## src/rtl/booth_seq_ctrl.sv

```systemverilog
// booth_seq_ctrl: iterative radix-4 Booth multiplier sequencer.
// Recodes one Booth triplet of the multiplier per clock and accumulates the
// matching partial product (0, +-X, +-2X) into a 2W-bit product.
module booth_seq_ctrl #(
    parameter int W = 32
) (
    input  logic           clk,
    input  logic           rst_n,
    input  logic           in_valid,
    output logic           in_ready,
    input  logic [W-1:0]   x,
    input  logic [W-1:0]   y,
    input  logic           signed_mode,
    input  logic           flush,
    output logic           busy,
    output logic           out_valid,
    input  logic           out_ready,
    output logic [2*W-1:0] product
);
    localparam int PW = 2 * W;
    localparam int CW = $clog2(W / 2 + 2);

    typedef enum logic [1:0] {
        IDLE = 2'd0,
        RUN  = 2'd1,
        DONE = 2'd2
    } state_t;

    state_t        state;
    // Multiplicand, already extended to 2W and pre-shifted by 2*cnt so the
    // per-cycle shift of the partial product is a fixed 2-bit move.
    logic [PW-1:0] xs;
    // Multiplier {ext, ext, y, y[-1]}; shifted right by 2 each cycle so the
    // current triplet is always ye[2:0]. The duplicated ext bit supplies the
    // top of the extra unsigned-mode triplet.
    logic [W+2:0]  ye;
    logic [PW-1:0] acc;
    logic [CW-1:0] cnt;
    logic [CW-1:0] cnt_last;
    logic [PW-1:0] pp;
    logic [PW-1:0] acc_nxt;
    logic          ext;

    assign ext = signed_mode & y[W-1];

    // Booth digit select: partial product for the current triplet
    always_comb begin
        pp = '0;
        case (ye[2:0])
            3'b001, 3'b010: pp = xs;
            3'b011:         pp = {xs[PW-2:0], 1'b0};
            3'b100:         pp = -{xs[PW-2:0], 1'b0};
            3'b101, 3'b110: pp = -xs;
            default:        pp = '0;
        endcase
        acc_nxt = acc + pp;
    end

    // Sequencer FSM with registered handshake outputs and datapath state
    always_ff @(posedge clk or negedge rst_n) begin
        if (!rst_n) begin
            state     <= IDLE;
            in_ready  <= 1'b1;
            busy      <= 1'b0;
            out_valid <= 1'b0;
            product   <= '0;
            xs        <= '0;
            ye        <= '0;
            acc       <= '0;
            cnt       <= '0;
            cnt_last  <= '0;
        end else if (flush) begin
            // Abort wins over everything; an operand offered now is dropped
            state     <= IDLE;
            in_ready  <= 1'b1;
            busy      <= 1'b0;
            out_valid <= 1'b0;
            product   <= '0;
            acc       <= '0;
            cnt       <= '0;
        end else begin
            case (state)
                IDLE: begin
                    if (in_valid) begin
                        xs       <= signed_mode ? {{(PW-W){x[W-1]}}, x} : {{(PW-W){1'b0}}, x};
                        ye       <= {ext, ext, y, 1'b0};
                        acc      <= '0;
                        cnt      <= '0;
                        // Unsigned needs one extra triplet to absorb y[W-1]
                        cnt_last <= signed_mode ? CW'(W/2 - 1) : CW'(W/2);
                        state    <= RUN;
                        in_ready <= 1'b0;
                        busy     <= 1'b1;
                    end
                end
                RUN: begin
                    acc <= acc_nxt;
                    xs  <= {xs[PW-3:0], 2'b00};
                    ye  <= {ye[W+2], ye[W+2], ye[W+2:2]};
                    cnt <= cnt + 1'b1;
                    if (cnt == cnt_last) begin
                        state     <= DONE;
                        busy      <= 1'b0;
                        out_valid <= 1'b1;
                        product   <= acc_nxt;
                    end
                end
                DONE: begin
                    if (out_ready) begin
                        state     <= IDLE;
                        out_valid <= 1'b0;
                        in_ready  <= 1'b1;
                    end
                end
                default: begin
                    state     <= IDLE;
                    in_ready  <= 1'b1;
                    busy      <= 1'b0;
                    out_valid <= 1'b0;
                end
            endcase
        end
    end
endmodule

```

## config.mk

```make
export PLATFORM = sky130hd
export DESIGN_NAME = booth_seq_ctrl
export DESIGN_NICKNAME = d
export VERILOG_FILES = /design/src/rtl/booth_seq_ctrl.sv
export SDC_FILE = /design/constraint.sdc
export NUM_CORES = 1
export LEC_CHECK = 0
export ABC_AREA = 1
export BUFFER_PORTS_ARGS = -buffer_cell sky130_fd_sc_hd__buf_2
export CAP_MARGIN = 20
export CORE_AREA = 2 2 179 181
export DETAILED_ROUTE_END_ITERATION = 16
export DIE_AREA = 0 0 181 183
export PLACE_DENSITY_LB_ADDON = 0.08
export SETUP_SLACK_MARGIN = 0.5
export SYNTH_ARGS = -nofsm -noshare
export SYNTH_HDL_FRONTEND = slang
export SYNTH_SLANG_ARGS = --single-unit
export TNS_END_PERCENT = 100
```

## constraint.sdc

```tcl
create_clock -name clk -period 3.5 [get_ports clk]
set_input_delay 0.7 -clock clk [delete_from_list [all_inputs] [get_ports clk]]
set_output_delay 0.7 -clock clk [all_outputs]
set_load 0.01 [all_outputs]
```

==> results of run 1 <==
-- cells by family after synthesis --
family          after synthesis
flops                       239
mux                           1
buf+inv                     390
fa+ha+maj                    66
simple gates               1277
compound gates              568
xor+xnor                     54
-- metal layers --
metal,track usage [%],GRT overflow
met4,80.2,10
met1,80.3,1
met2,93.0,13
met5,53.3,2
met3,74.3,7
-- metrics by stage --
| stage | setup TNS [ns] | utilization [%] | instance area (um2) |
|---|---|---|---|
| 4_1_cts | -14.33 | 83.6 | 26100 |
| 3_5_place_dp | -40.33 | 70.0 | 21900 |
| 3_3_place_gp | -30.84 | 70.0 | 21900 |
| 2_1_floorplan | 0 | - | 17600 |
-- timing repair --
item                                    CTS
cloned                                    0
endpoints found under the setup margin  118
pin swaps                               188
buffers inserted                         85
resized for setup                       702
==> key figures, run 1 <==
Place
  • I/O Buffers: roughly 140
  • Post-DP HPWL: roughly 50 mm
  • Routability cong.: slightly above 1
  • Placed Cells: between 3,000 and 4,000
  • Dpl ws: -0.680 ns

Clock network
  • CTS Buf Count: 29
  • Post-CTS Hold Buffers: 0
  • H-tree level count: 1
  • Clk root buf: clkbuf_16
  • CTS Sinks: 239
  • Clock tree buffer depth: 3

Logic synthesis
  • Mux share of post-synthesis cell area: less than 1%
  • Ranking of synthesized cells by area: dfrtp_1, nand2_1, nor2_1, a21oi_1, inv_1
  • Area of the mapped netlist: 17,300 um2
  • Sequential share of the synthesized area: about a third
  • Yosys top cell area share: around 34%
  • Most frequent cell after synthesis: nand2_1
  • Largest family of logic cells by synthesized area: simple AND/OR/NAND/NOR gates
  • FFs w/ async S/R, synth: 100%
  • Adder-cell share of the synthesized area: 4.80%
  • Synth cell count leaders: nand2_1, nor2_1, inv_1
  • Mapped Cells: around 2,600
  • Largest area contributor in the netlist: dfrtp_1
  • Synthesized net count: ~2,700
  • Netlist cell types: 52
  • Synthesis Warnings: 0
  • Compound-Gate Fraction of Synth Area: approximately a fifth
  • Synthesized area per cell: ~6.7 um2
  • EDFF count, synth: 0
  • Simple-Gate Fraction of Synth Area: a little under a third
  • FF+latch count, synth: around 240
  • Post-synth top flop: dfrtp_1
  • Post-Synth XOR/XNOR Area: ~2.7%

Floorplan
  • Die W: ~180 um
  • Initial core utilization: 55.5%
  • Ports: ~140
  • Num rows: 65
  • Chip Height: ~180 um

Outcome
  • Tool error message: [ERROR GRT-0232] Routing congestion too high. Check the congestion heatmap in the GUI.
  • Fail Step: global routing (5_1_grt)
  • Status: did not finish

Global route
  • GRT Overall Usage: between 80 and 90%
  • GRT Residual Overflow: 33
  • Largest net degree at the start of global routing: between 90 and 100

STA
  • Worst Endpoint after GRT Repair: product[57]$_DFFE_PN0P_/D
  • WEP type: sequential cell input
==> inputs of run 2 (changes only) <==
--- a/config.mk
+++ b/config.mk
@@ -8,11 +8,10 @@
 export ABC_AREA = 1
 export BUFFER_PORTS_ARGS = -buffer_cell sky130_fd_sc_hd__buf_2
 export CAP_MARGIN = 20
-export CORE_AREA = 2 2 179 181
+export CORE_AREA = 2 2 212 214
 export DETAILED_ROUTE_END_ITERATION = 16
-export DIE_AREA = 0 0 181 183
-export PLACE_DENSITY_LB_ADDON = 0.08
-export SETUP_SLACK_MARGIN = 0.5
+export DIE_AREA = 0 0 214 216
+export PLACE_DENSITY_LB_ADDON = 0.15
 export SYNTH_ARGS = -nofsm -noshare
 export SYNTH_HDL_FRONTEND = slang
 export SYNTH_SLANG_ARGS = --single-unit
==> constraint.sdc (replaced) <==
create_clock -name clk -period 4.5 [get_ports clk]
set_input_delay 0.9 -clock clk [delete_from_list [all_inputs] [get_ports clk]]
set_output_delay 0.9 -clock clk [all_outputs]
set_load 0.01 [all_outputs]
==> run 2 against run 1 <==
The flow now finishes without violations. Synthesized cell count is the same. Area after synthesis is the same.
==> key figures, run 2 <==
Finish
  • Fraction of layout instances using a drive strength above 1: 13.1%
  • P&R area growth vs syn: 17.5%
  • Number of antenna diodes: 0
  • Final std cells w/o fill: 3,364
  • Biggest regs: acc x64, product x64, xs x64
  • Most frequent cells in the layout: nand2_1, nor2_1, inv_1, dfrtp_1, a21oi_1
  • # nets final: between 2,000 and 3,000
  • Most common cell after layout, fill and taps aside: nand2_1

STA
  • Peak Freq: ~0.24 GHz
  • Slew Viols, Final: 0
  • Crit path time final: roughly 4.2 ns
  • Fin. Hold Viols: 0
  • Final worst slack: approximately 0.28 ns
  • Final setup fails: 0
  • Final period util: 93.8%
  • Relative slew slack: 29.8%
  • Clk_skew: roughly 0.018 ns
  • Slew @ Worst Pin: roughly 1.1 ns

Floorplan
  • DIE AREA: between 40,000 and 50,000 um2
  • Ports: about 140
  • Num rows: 77
  • Core Region: around 44,000 um2
  • Die W: 214 um
  • Chip Height: approximately 220 um
  • Initial core utilization: just under 40%

Logic synthesis
  • Most frequent cell after synthesis: nand2_1
  • Synthesized area per cell: ~6.7 um2
  • Ranking of synthesized cells by area: dfrtp_1, nand2_1, nor2_1, a21oi_1, inv_1
  • Area of the mapped netlist: between 15,000 and 20,000 um2
  • Synthesized net count: ~2,700
  • Yosys top cell area share: around a third
  • FF+latch count, synth: 239
  • Netlist cell types: 52
  • Post-synth top flop: dfrtp_1
  • Synthesis Warnings: 0
  • Mapped Cells: roughly 2,600
  • Synth cell count leaders: nand2_1, nor2_1, inv_1
  • EDFF count, synth: 0
  • FFs w/ async S/R, synth: 100%
  • Largest area contributor in the netlist: dfrtp_1
  • Sequential share of the synthesized area: about a third

Worst setup path
  • Reg2reg path depth: 24
  • Worst Setup Path Type: flip-flop to flip-flop
  • Critical path peak fanout: 5
  • R2R Setup Slk: around 0.28 ns
  • WP data arrival: between 4 and 5 ns
  • RR Endpoint: product[51]
  • Worst setup EP type: flip-flop
  • Worst EP required: ~5.0 ns
  • Worst setup SP type: flip-flop
  • Worst r2r src: xs[1]

Place
  • Routability cong.: approximately 1
  • Placed Cells: ~3,300
  • Post-DP HPWL: slightly below 50 mm
  • Dpl ws: -0.0810 ns
  • I/O Buffers: 136

Clock network
  • CTS tree: done
  • CTS Sinks: about 240
  • H-tree level count: 1
  • CTS Buf Count: 30
  • Clock slew at reported path FFs: roughly 0.07 ns
  • Clock tree buffer depth: 3
  • Clk_lat worst skew: approximately 0.60 ns
  • Clk root buf: clkbuf_16

Detailed routing
  • DR iter-0 viols: ~1,600
  • Via count: ~18,000
  • Drt pass-1 iters: 5
  • DR WL/cell: 19.3 um
  • DRC Markers: 0
  • Post-route ant nets: 0
  • Post-Route WL: about 65 mm
  • Vias per cell: approximately 5.4

Pwr
  • Static Leak: around 9.9 nW
  • Peak VDD IR: 330 uV
  • Pwr/cell area: between 600 and 700 nW/um2
  • Final total power: ~14 mW

Global route
  • GRT Residual Overflow: 0
  • Largest net degree at the start of global routing: 96
  • Number of global-route vias before repair: approximately 18,000
  • Initial antenna violation count: 2
  • First-pass GRT wire length: ~100 mm
  • GRT Overall Usage: between 20 and 30%

Hold path
  • Min-Delay Path Class: input port to asynchronous set/reset pin

Job
  • Max-cap violation count: 0

Outcome
  • Status: finished clean
## run 2: cell type report
| type | count | area [um2] |
|---|---|---|
| Sequential cell | 239 | 5980 |
| Tap cell | 592 | 741 |
| Timing Repair Buffer | 214 | 1340 |
| Clock buffer | 42 | 866 |
| Fill cell | 4548 | 23500 |
| Inverter | 299 | 1120 |
| Multi-Input combinational cell | 1966 | 10200 |
| Clock inverter | 12 | 126 |
## run 2: worst max-delay path: stages, from the launching register on
cell and delay, ns:
dfrtp_1 0.40, inv_2 0.09, ha_2 0.20, nand3_2 0.14
nor2_4 0.20, nand3b_4 0.15, nor2_4 0.18, nand2_2 0.11
nor2_4 0.12, nand2_2 0.13, nand2_1 0.09, inv_1 0.04
o21ai_0 0.19, o2111ai_2 0.28, ha_4 0.39, nand2_1 0.09
nor2_1 0.19, inv_1 0.11, nor3_1 0.14, inv_1 0.10
nor2_1 0.21, nand3_1 0.16, nand3b_1 0.13, nand3_1 0.10
o21ai_0 0.17
## run 2: cells by family (layout without fill, tap and decap cells)
kind of cell | after synthesis | after routing | share of synthesized area [%]
buf+inv | 390 | 567 | 8.49
simple gates | 1277 | 1277 | 30.6
mux | 1 | 1 | 0.0649
fa+ha+maj | 66 | 66 | 4.80
compound gates | 568 | 568 | 18.8
xor+xnor | 54 | 54 | 2.73
flops | 239 | 239 | 34.5
## run 2: per-stage QoR
| step | TNS, ns | hold WS [ns] | utilization, % | instance area [um2] |
|---|---|---|---|---|
| 6_report | 0 | 0.253 | 46.5 | 20400 |
| 5_1_grt | -0.0177 | 0.309 | 46.5 | 20400 |
| 4_1_cts | -0.00908 | 0.279 | 45.7 | 20000 |
| 3_5_place_dp | -0.157 | 0.463 | 43.4 | 19000 |
| 3_3_place_gp | -0.0343 | 0.460 | 43.4 | 19000 |
| 2_1_floorplan | 0 | 0.453 | - | 17300 |
## run 2: timing repair
action | 4_1_cts | 5_1_grt
setup endpoints to repair | 7 | 90
hold buffers | 0 | 0
setup buffers | 0 | 10
gates resized for setup | 3 | 90
pin swaps | 0 | 21
## run 2: where the power goes
| part | total [mW] | switching (mW) | internal (mW) |
|---|---|---|---|
| clock | 2.47 | 1.03 | 1.45 |
| sequential | 3.42 | 0.627 | 2.79 |
| combinational | 7.80 | 5.25 | 2.55 |
## run 2: worst max path at each step
stage | to | slack [ns] | from
global route | product[38] | -0.01 | xs[1]
global placement | product[61] | -0.03 | xs[1]
detailed placement | product[61] | -0.08 | xs[1]
finish | product[51] | 0.28 | xs[1]
floorplan | product[47] | 1.01 | xs[0]
CTS | product[61] | -0.009 | xs[1]
## run 2: routing by layer
metal | vias to the layer above | wire length [um] | global-route usage [%]
met1 | 8551 | 30400 | 39.6
met5 | - | 0 | 0
met3 | 120 | 4380 | 4.41
li1 | 8882 | - | -
met2 | 618 | 27300 | 41.7
met4 | 0 | 2810 | 10.6
(Power assumes the default switching activity.)
==> inputs of run 3 (changes only) <==
--- a/config.mk
+++ b/config.mk
@@ -9,9 +9,10 @@
 export BUFFER_PORTS_ARGS = -buffer_cell sky130_fd_sc_hd__buf_2
 export CAP_MARGIN = 20
 export CORE_AREA = 2 2 212 214
+export CTS_BUF_LIST = sky130_fd_sc_hd__clkbuf_2 sky130_fd_sc_hd__clkbuf_4 sky130_fd_sc_hd__clkbuf_8
 export DETAILED_ROUTE_END_ITERATION = 16
 export DIE_AREA = 0 0 214 216
-export PLACE_DENSITY_LB_ADDON = 0.15
+export PLACE_DENSITY = 0.59
 export SYNTH_ARGS = -nofsm -noshare
 export SYNTH_HDL_FRONTEND = slang
 export SYNTH_SLANG_ARGS = --single-unit
==> run 3 against run 2 <==
Non-clock buffer count increased by 19. Flip-flop and latch count is the same. Hold slack better by 0.061 ns. Count of clock-buffer cells in the layout rose by 26. Maximum frequency fell by 1.9%. Utilization grew 0.83 points. Critical endpoint is now product[61]. Largest cell class unchanged. Largest power group unchanged.
==> key figures, run 3 (synthesized netlist as in run 2, its figures left out) <==
Outcome
  • Status: finished clean

Pwr
  • Peak VDD IR: about 350 uV
  • Internal Power: between 7 and 8 mW
  • Static Leak: ~10 nW
  • P_sw: roughly 7 mW
  • Sequential power share: 24.2%
  • Clock share of power: between 10% and 20%
  • Switching Fraction: between 50% and 60%
  • Combinational fraction of design power: 57.3%
  • Pwr/cell area: approximately 680 nW/um2

Finish
  • Most frequent cells in the layout: nand2_1, inv_1, nor2_1, dfrtp_1, a21oi_1
  • Fraction of layout instances using a drive strength above 1: 15.5%
  • Most common cell after layout, fill and taps aside: nand2_1
  • Biggest regs: acc x64, product x64, xs x64
  • Design area: just over 20,000 um2
  • P&R area growth vs syn: 19.6%
  • # nets final: 2,920

Worst setup path
  • Worst EP required: between 5 and 6 ns
  • Worst r2r src: xs[1]
  • Worst setup SP type: flip-flop
  • Worst setup EP type: flip-flop
  • R2R Setup Slk: 0.20 ns
  • RR Endpoint: product[61]
  • Reg2reg path depth: 27
  • Worst Setup Path Type: flip-flop to flip-flop
  • Critical path peak fanout: 5
  • WP data arrival: about 4.8 ns

STA
  • Peak Freq: approximately 0.23 GHz
  • Crit path time final: approximately 4.3 ns
  • Final period util: a little over nine tenths
  • Clk_skew: about 0.027 ns
  • Slew @ Worst Pin: between 1 and 1.5 ns
  • Final setup fails: 0
  • Final worst slack: 0.200 ns
  • Unrepaired setup endpoints after global routing: yes
  • Relative slew slack: slightly below 30%
  • Slew Viols, Final: 0
  • Fin. Hold Viols: 0

Floorplan
  • DIE AREA: ~46,000 um2
  • Initial core utilization: about two fifths
  • Num rows: just under 80
  • Core Region: 43,800 um2
  • Chip Height: 216 um
  • Ports: about 140
  • Die W: 214 um

Detailed routing
  • Post-route ant nets: 0
  • Drt pass-1 iters: 5
  • DR WL/cell: between 15 and 20 um
  • Via count: 18,300
  • Post-Route WL: between 60 and 70 mm
  • DR iter-0 viols: 1,684
  • Vias per cell: roughly 5.4
  • DRC Markers: 0

Place
  • Post-DP HPWL: slightly above 50 mm
  • I/O Buffers: approximately 140
  • Dpl ws: -0.154 ns
  • Placed Area: 19,200 um2
  • Routability cong.: between 0.9 and 1

Clock network
  • Clock slew at reported path FFs: 0.07 ns
  • Clk_lat worst skew: approximately 0.64 ns
  • Clock tree buffer depth: 3
  • H-tree level count: 2
  • CTS Sinks: roughly 240
  • Clk root buf: clkbuf_8
  • CTS Buf Count: 45
  • Post-CTS Hold Buffers: 0
  • CTS tree: done

Global route
  • Largest net degree at the start of global routing: 121
  • Number of global-route vias before repair: between 15,000 and 20,000
  • First-pass GRT wire length: about 100 mm
  • Initial antenna violation count: 1
  • GRT Residual Overflow: 0
  • GRT Overall Usage: between 20% and 30%

Job
  • Max-cap violation count: 0

Hold path
  • Min-Delay Path Class: input port to asynchronous set/reset pin
==> run 3: cell types whose count changed in the layout (fill, tap and decap cells not counted), sizes merged <==
cell and delta:
clkinv -4, diode +1, inv +2, buf +19
bufinv +3, clkinvlp +1, clkbuf +26
==> run 3: worst max path at each step <==
stage	end	depth (start not counted)	slack, ns	startpoint
2_1_floorplan	product[47]	25	1.01	xs[0]
3_3_place_gp	product[27]	23	-0.11	xs[1]
3_5_place_dp	product[43]	25	-0.15	xs[1]
4_1_cts	product[61]	26	0.001	xs[1]
5_1_grt	product[33]	23	-0.04	xs[1]
6_report	product[61]	27	0.20	xs[1]
==> run 3: cell type report <==
cell class,count,area (um2)
repair buffers,233,1470
inverters,299,1120
clock buffers,68,867
clock inverters,14,220
multi-input cells,1966,10300
flip-flops and latches,239,5980
diodes,1,2.50
fillers,4551,23100
well taps,592,741
==> run 3: power groups by stage <==
stage	registers, mW	logic [mW]	clock network, mW
2_1_floorplan	3.28	4.76	0
3_3_place_gp	3.42	7.46	0
3_5_place_dp	3.42	7.48	0
4_1_cts	3.40	7.58	2.68
5_1_grt	3.51	8.90	2.76
6_report	3.42	8.10	2.62
==> run 3: metrics by stage <==
stage | hold slack, ns | std cells | util (%) | setup TNS, ns | power [mW]
3_3_place_gp | 0.461 | 3317 | 43.7 | -0.259 | 10.9
2_1_floorplan | 0.453 | 2595 | - | 0 | 8.04
4_1_cts | 0.395 | 3402 | 46.3 | 0 | 13.7
6_report | 0.314 | 3412 | 47.3 | 0 | 14.1
5_1_grt | 0.404 | 3411 | 47.3 | -0.146 | 15.2
3_5_place_dp | 0.465 | 3317 | 43.7 | -0.742 | 10.9
==> run 3: per-layer routing <==
metal / part of all wire [%] / global-route usage [%] / routed length, um
met1: 47 / 40.3 / 31300
met2: 44 / 44.7 / 29400
met3: 6.4 / 4.74 / 4270
met4: 2.6 / 8.48 / 1750
met5: 0 / 0 / 0
==> run 3: critical path: stages (launching register included) <==
cell and delay (ns):
dfrtp_1 0.41, inv_2 0.10, ha_2 0.20, nand3_2 0.14
nor2_4 0.20, nand3b_4 0.16, nor2_4 0.17, nand2_2 0.10
nor2_1 0.11, buf_4 0.16, nand4_1 0.09, xor2_1 0.15
inv_1 0.07, nand2_1 0.05, nand4_1 0.27, ha_4 0.41
nand2_1 0.12, nor2_1 0.13, inv_1 0.09, nor2_1 0.15
inv_1 0.09, nor2_2 0.12, inv_1 0.05, nor2_1 0.12
nor2_1 0.07, nand3_1 0.10, nand3_2 0.13, o21ai_1 0.18
==> run 3: what timing repair did <==
| item | in CTS | in global routing |
|---|---|---|
| buffers inserted | 3 | 9 |
| pin swaps | 3 | 25 |
| resized for setup | 10 | 116 |
| setup endpoints to repair | 18 | 94 |
